**src/rtl/irq_sense_pend_if.sv**
```systemverilog
`default_nettype none
// ============================================================================
// Module   : irq_sense_pend_if
// Brief    : Interrupt request, mask, sense-mode and pending bundle for the
//            PLIC sensing stage.
// Revision : 1.0  initial release
// ============================================================================
interface irq_sense_pend_if #(
    parameter int NUM_IRQ = 8
);
    logic [NUM_IRQ-1:0]   irq_in;
    logic [NUM_IRQ-1:0]   irq_enable;
    logic [2*NUM_IRQ-1:0] irq_sense;
    logic [NUM_IRQ-1:0]   pend_clr;
    logic [NUM_IRQ-1:0]   irq_pending;
    logic [NUM_IRQ-1:0]   irq_req;
    logic                 irq_any;

    modport master (
        output irq_in, irq_enable, irq_sense, pend_clr,
        input  irq_pending, irq_req, irq_any
    );

    modport slave (
        input  irq_in, irq_enable, irq_sense, pend_clr,
        output irq_pending, irq_req, irq_any
    );
endinterface
`default_nettype wire

```
**src/rtl/irq_sense_pend.sv**
```systemverilog
`default_nettype none
// ============================================================================
// Module   : irq_sense_pend
// Brief    : Per-channel synchroniser, edge/level detect and pending latch
//            with enable masking. Optional glitch filter: IRQ_SENSE_FILTER_EN.
// Revision : 1.0  initial release
// ============================================================================
module irq_sense_pend #(
    parameter int NUM_IRQ     = 8,
    parameter int SYNC_STAGES = 2
) (
    input  wire logic        pclk,
    input  wire logic        preset_n,
    irq_sense_pend_if.slave  bus
);

    localparam logic [1:0] c_MODE_LEVEL = 2'b00;
    localparam logic [1:0] c_MODE_FALL  = 2'b01;
    localparam logic [1:0] c_MODE_RISE  = 2'b10;
    localparam logic [1:0] c_MODE_BOTH  = 2'b11;

    logic [NUM_IRQ-1:0] r_sync [SYNC_STAGES];
    logic [NUM_IRQ-1:0] r_prev;
    logic [NUM_IRQ-1:0] r_pending;
    logic [NUM_IRQ-1:0] w_sync;
    logic [NUM_IRQ-1:0] w_s;
    logic [NUM_IRQ-1:0] w_fall;
    logic [NUM_IRQ-1:0] w_rise;
    logic [NUM_IRQ-1:0] w_both;
    logic [NUM_IRQ-1:0] w_low;
    logic [NUM_IRQ-1:0] w_pend_nxt;

    // Idle-high reset so the first real sample after reset cannot look like a fall.
    always_ff @(posedge pclk or negedge preset_n) begin
        if (!preset_n) begin
            for (int k = 0; k < SYNC_STAGES; k++) begin
                r_sync[k] <= '1;
            end
        end else begin
            r_sync[0] <= bus.irq_in;
            for (int k = 1; k < SYNC_STAGES; k++) begin
                r_sync[k] <= r_sync[k-1];
            end
        end
    end

    assign w_sync = r_sync[SYNC_STAGES-1];

`ifdef IRQ_SENSE_FILTER_EN
    logic [NUM_IRQ-1:0] r_flt_last;
    logic [NUM_IRQ-1:0] w_agree;

    always_ff @(posedge pclk or negedge preset_n) begin
        if (!preset_n) begin
            r_flt_last <= '1;
        end else begin
            r_flt_last <= w_sync;
        end
    end

    // r_prev always holds the previous filtered value, so it doubles as the filter's hold state.
    assign w_agree = ~(w_sync ^ r_flt_last);
    assign w_s     = (w_agree & w_sync) | (~w_agree & r_prev);
`else
    assign w_s = w_sync;
`endif

    always_ff @(posedge pclk or negedge preset_n) begin
        if (!preset_n) begin
            r_prev <= '1;
        end else begin
            r_prev <= w_s;
        end
    end

    assign w_fall = r_prev & ~w_s;
    assign w_rise = ~r_prev & w_s;
    assign w_both = r_prev ^ w_s;
    assign w_low  = ~w_s;

    generate
        for (genvar gi = 0; gi < NUM_IRQ; gi++) begin : g_chan
            logic [1:0] w_mode;
            logic       w_set;

            assign w_mode = bus.irq_sense[2*gi +: 2];

            always_comb begin
                w_set = 1'b0;
                case (w_mode)
                    c_MODE_FALL: w_set = w_fall[gi];
                    c_MODE_RISE: w_set = w_rise[gi];
                    c_MODE_BOTH: w_set = w_both[gi];
                    default:     w_set = 1'b0;
                endcase
            end

            // A set on the same edge as a clear wins.
            assign w_pend_nxt[gi] = (w_mode == c_MODE_LEVEL) ? w_low[gi]
                                  : (w_set | (r_pending[gi] & ~bus.pend_clr[gi]));
        end
    endgenerate

    always_ff @(posedge pclk or negedge preset_n) begin
        if (!preset_n) begin
            r_pending <= '0;
        end else begin
            r_pending <= w_pend_nxt;
        end
    end

    assign bus.irq_pending = r_pending;
    assign bus.irq_req     = r_pending & bus.irq_enable;
    assign bus.irq_any     = |(r_pending & bus.irq_enable);

endmodule
`default_nettype wire

```
**src/flat_wrapper.sv**
```systemverilog
// flat-port wrapper written by rule: the top's interface ports become plain ports
module irq_sense_pend_flat 
#(
    parameter int NUM_IRQ     = 8,
    parameter int SYNC_STAGES = 2
)
  (pclk, preset_n, bus_irq_in, bus_irq_enable, bus_irq_sense, bus_pend_clr, bus_irq_pending, bus_irq_req, bus_irq_any);
  irq_sense_pend_if #(.NUM_IRQ(NUM_IRQ)) bus_i ();
  input  wire logic pclk;
  input  wire logic preset_n;
  input wire logic [$bits(bus_i.irq_in)-1:0] bus_irq_in;
  input wire logic [$bits(bus_i.irq_enable)-1:0] bus_irq_enable;
  input wire logic [$bits(bus_i.irq_sense)-1:0] bus_irq_sense;
  input wire logic [$bits(bus_i.pend_clr)-1:0] bus_pend_clr;
  output wire logic [$bits(bus_i.irq_pending)-1:0] bus_irq_pending;
  output wire logic [$bits(bus_i.irq_req)-1:0] bus_irq_req;
  output wire logic [$bits(bus_i.irq_any)-1:0] bus_irq_any;
  assign bus_i.irq_in = bus_irq_in;
  assign bus_i.irq_enable = bus_irq_enable;
  assign bus_i.irq_sense = bus_irq_sense;
  assign bus_i.pend_clr = bus_pend_clr;
  assign bus_irq_pending = bus_i.irq_pending;
  assign bus_irq_req = bus_i.irq_req;
  assign bus_irq_any = bus_i.irq_any;
  irq_sense_pend #(.NUM_IRQ(NUM_IRQ), .SYNC_STAGES(SYNC_STAGES)) u_core (.pclk(pclk), .preset_n(preset_n), .bus(bus_i));
endmodule
```
**config.mk**
```make
export PLATFORM = sky130hd
export DESIGN_NAME = irq_sense_pend_flat
export DESIGN_NICKNAME = d
export VERILOG_FILES = /design/src/rtl/irq_sense_pend_if.sv /design/src/rtl/irq_sense_pend.sv /design/src/flat_wrapper.sv
export SDC_FILE = /design/constraint.sdc
export NUM_CORES = 1
export LEC_CHECK = 0
export ABC_CLOCK_PERIOD_IN_PS = 1700
export CAP_MARGIN = 30
export CORE_MARGIN = 1
export CORE_UTILIZATION = 39
export CTS_CLUSTER_DIAMETER = 50
export DETAILED_ROUTE_END_ITERATION = 8
export GPL_TIMING_DRIVEN = 0
export PLACE_DENSITY = 0.76
export SLEW_MARGIN = 10
export SYNTH_ARGS = -nofsm -noshare
export SYNTH_HDL_FRONTEND = slang
export SYNTH_SLANG_ARGS = --single-unit
```
**constraint.sdc**
```tcl
create_clock -name pclk -period 1.7 [get_ports pclk]
set_clock_uncertainty 0.15 [all_clocks]
set_input_delay 0.34 -clock pclk [delete_from_list [all_inputs] [get_ports pclk]]
set_output_delay 0.34 -clock pclk [all_outputs]
set_load 0.01 [all_outputs]
```
**Word level (Yosys, flattened, before mapping)**

Index checks and enable logic that the tools add are counted.

- Reductions and logical operators: 9
- Eq/ne operators: 24
- Multiplexer cells: 16
- Bitwise logic cells: 30

Operators with widths:

| operator | number |
|---|---|
| 2-bit == test, second input constant | 16 |
| 8-bit AND | 3 |
| 1-bit case mux with 3 select lines | 8 |
| 2-bit by 1-bit == test with 1-bit output, second input constant | 8 |
| 2-bit zero test | 8 |
| 8-bit inverter | 2 |
| 1-bit AND | 8 |
| 1-bit two-way mux | 8 |
| 1-bit inverter | 8 |
| 1-bit bitwise OR | 8 |
| 8-bit OR reduction | 1 |
| 8-bit bitwise XOR | 1 |

- Logic and storage cells: 83
- Flip-flop bits (word level): 32

**Longest topological paths before layout**

- Depth after elaboration: 5
- Mapped depth: 5
- Mapped depth without buffers: 5

**Least setup slack after synthesis**

OpenSTA, ideal clock, no wires.

- Path type: reg-to-output
- Start point: register u_core.r_pending[1], in the netlist u_core.bus.irq_pending[1]
- End point: output port bus_irq_any
- Path buffers: 0
- Data required time: 1,210 ps
- Data arrival time: 1,598 ps
- Setup slack: -388 ps
- Cell stages (with the launch flop): 4
- Path through: dfrtp_1 -> and2_1 -> or4_1 -> or4_1

- Word-level cells in the longest chain between the ends: 2

RTL lines:

| item | line | RTL |
|---|---|---|
| start, declared | irq_sense_pend.sv:24 | `logic [NUM_IRQ-1:0] r_pending;` |
| start signal, assigned | irq_sense_pend.sv:108 | `r_pending <= w_pend_nxt;` |
| 8-bit AND | - |  |
| net bus_irq_req[1] | flat_wrapper.sv:16 | `output wire logic [$bits(bus_i.irq_req)-1:0] bus_irq_req;` |
| 8-bit OR reduction | irq_sense_pend.sv:114 | `assign bus.irq_any = \|(r_pending & bus.irq_enable);` |
| end, declared | flat_wrapper.sv:17 | `output wire logic [$bits(bus_i.irq_any)-1:0] bus_irq_any;` |

The timed path passes the listed nets, and every way through them passes these cells.

**Final worst setup path**

- Start point: register u_core.r_pending[1], in the netlist u_core.bus.irq_pending[1]
- End point: output port bus_irq_any

- Word-level cells in the longest chain between the ends: 2

RTL lines:

| item | line |
|---|---|
| 8-bit AND | irq_sense_pend.sv:114 |
| 8-bit OR reduction | irq_sense_pend.sv:114 |

No other way between the ends.

==> key figures <==
Clock tree
  – CTS Sinks: 32
  – Cts bufs inserted: 5
  – CTS H-tree depth: 2
  – CTS tree: built
  – Clk root buf: clkbuf_8
  – Clock transition at path regs: 70 ps
  – Skew-Pair Late Insertion Delay: 280 ps
  – Max Root-Sink Buffers: 2

Synth
  – Post-Syn Instances: 131
  – Largest family of logic cells by synthesized area: simple AND/OR/NAND/NOR gates
  – Synth Area in Simple Gates: 15.5%
  – Net Count, Synth: 189
  – Ys Warns: 0
  – Avg Synthesized Cell Area: 11.5 um2
  – Post-synthesis compound-gate area fraction: 12.0%
  – Synth Area in Adders: 13.3%
  – Post-synthesis register bit count: 32
  – Synthesized area: 1510 um2
  – Post-synthesis mux area share: 0%
  – Sequential-to-total area share from yosys stat: 55.2%
  – Synth Area in XOR/XNOR: 0%
  – Count of cell types in the netlist: 15

Timing
  – RSZ-0062 raised after global routing: true
  – Final Hold Viols: 0
  – Hold slack: 199 ps
  – Maximum achievable frequency: 422 MHz
  – Final min period: 2370 ps
  – Final setup TNS: -670 ps
  – Endpoints failing setup: 1
  – Fin worst setup slack: -670 ps
  – Final worst-path cycle share: 139%
  – Slew HR: 54.1%
  – Max Slew Vio Count: 0
  – Slew @ Worst Pin: 689 ps

Drt
  – Routed len/inst: 11.5 um
  – Post-Route WL: 2.86 mm
  – Drc violations: 0
  – Pre-antenna DRT Iters: 4
  – Vias: 1,154
  – Post-route ant nets: 0
  – Initial DRC count: 22
  – Via/cell ratio: 4.65

Setup path
  – Stages on worst setup path: 4
  – Reg2Reg Depth: 5
  – R2r setup slk: 260 ps
  – Crit path from: u_core.bus.irq_pending[1]
  – Arr. time, crit path: 1880 ps
  – Worst reg2reg endpoint: u_core.bus.irq_pending[4]
  – Critical path's largest stage delay: 520 ps
  – Crit. End Element: primary output
  – CP cell instances: and2_4 -> or4_4 -> or4_4 -> buf_6
  – Crit path max-delay family: simple AND/OR/NAND/NOR gates
  – Most frequent CP cell: or4_4
  – R2R Path Start: u_core.w_s[4]
  – Critical path launch point type: register
  – Worst-path fanout max: 2
  – Critical Path RT: 1210 ps
  – WP buf/inv: 1
  – Crit path kind: reg2out
  – Crit-path slowest cell: or4_4
  – Capture point of the worst path: bus_irq_any

Die
  – Io pins: 59
  – Die height: 64.1 um
  – Row Count: 22
  – Core ar.: 3690 um2
  – Initial core utilization: 40.8%
  – Die area: 4110 um2
  – Die Width: 64.1 um

Pwr
  – Maximum vdd drop: 610 uV
  – Leak Pwr: 1.06 nW
  – PwrDens: 786 nW/um2

Final layout
  – Layout cell share with drive strength beyond 1: 21.0%
  – Nets: 257
  – Most common cell after layout, fill and taps aside: clkdlybuf4s50_1
  – Final Util: 61.1%
  – Most frequent cells in the layout: clkdlybuf4s50_1, dfstp_2, inv_1, ha_1, dlygate4sd2_1
  – Antenna Cells: 0
  – Syn-to-layout area delta: 49.6%
  – Final instance area: 2250 um2

Global route
  – GRT met1 Usage: 16.9%
  – Number of global-route vias before repair: 1,226
  – Pin count of the biggest net entering global routing: 33
  – Met2 Use GR: 27.8%
  – GR peak layer: met2
  – Antenna violations before repair: 0
  – First-pass GRT wire length: 4.92 mm
  – Global Route Usage Sum: 16.1%
  – GRT Residual Overflow: 0
  – GR Layer Usage met3: 6.96%

Placement
  – PortBufs: 58
  – DP Wirelength: 2.20 mm
  – GP Congestion: 0.660
  – DP Area: 2150 um2

Worst hold path
  – Worst hold start: u_core.r_sync[15]
  – Worst Hold Class: reg2reg

Status
  – Outcome: finished, violations left
  – Failing checks: negative setup slack

Job
  – Max_cap viols: 0
-- flip-flops by register name (all words and copies together), names as in the netlist --
| name | flops |
|---|---|
| u_core.bus.irq_pending | 8 |
| u_core.w_s | 8 |
| u_core.r_prev | 8 |
| u_core.r_sync | 8 |
-- synth_stat cells --
cell       number  area, um2
dfstp_2        24        631
ha_1           16        200
inv_1          16       60.1
a21oi_1         8       40.0
a2bb2oi_1       8       70.1
dfrtp_1         8        200
nand2_1         8       30.0
nand2b_1        8       50.1
nor2_1          8       30.0
nor2b_1         8       50.1
o22a_1          8       70.1
and2_1          7       43.8
or4_1           2       15.0
and2_4          1       8.76
or2_2           1       6.26
-- cell families after synthesis --
logic type / count (synthesis)
flops: 32
simple gates: 43
compound gates: 24
fa+ha+maj: 16
buf+inv: 16
-- area by class of cell --
class / instances / area, um2
Clock buffer: 7 / 76.3
Clock inverter: 1 / 5.00
Fill cell: 328 / 1440
Inverter: 16 / 60.1
Multi-Input combinational cell: 83 / 627
Sequential cell: 32 / 831
Tap cell: 48 / 60.1
Timing Repair Buffer: 61 / 593
-- layer usage --
layer	share of wire (%)	wire [um]	up-vias
met5	0	0	-
met4	1.7	49	0
met3	8.6	245	6
met2	49	1410	42
met1	40	1160	538
li1	-	-	568
-- timing repair --
action / in CTS / in global routing
gates cloned: 0 / 0
endpoints found under the setup margin: 11 / 11
resized for setup: 21 / 12
hold buffers: 1 / 0
setup buffers: 2 / 0
hold endpoints to repair: 8 / 0
pin swaps: 4 / 1
-- metrics by stage --
stage | setup WS (ps) | cells | power (mW)
2_1_floorplan | -290 | 131 | 1.02
3_3_place_gp | -1140 | 237 | 1.23
3_5_place_dp | -1150 | 237 | 1.25
4_1_cts | -766 | 248 | 1.80
5_1_grt | -738 | 248 | 1.88
6_report | -670 | 248 | 1.77
-- report_power, final --
part | switching, mW | internal (mW) | total, mW
registers | 0.0307 | 0.837 | 0.867
logic | 0.139 | 0.218 | 0.357
clock network | 0.259 | 0.286 | 0.546
-- worst reg2reg max path: cells and delay by family, from the launching register on --
kind	cells	cell delay [ps]
AOI/OAI and AO/OA	2	250
adders and majority gates	1	170
buffers and inverters	1	60
DFF	1	550
and+or+nand+nor	1	140
-- worst min path at each step --
stage                                            to  depth (start not counted)
final                                 u_core.w_s[7]                          0
after global routing                  u_core.w_s[7]                          0
after CTS                             u_core.w_s[7]                          0
after detailed placement              u_core.w_s[5]                          0
after global placement                u_core.w_s[5]                          0
after floorplan           u_core.bus.irq_pending[0]                          0
(Power assumes the default switching activity.)
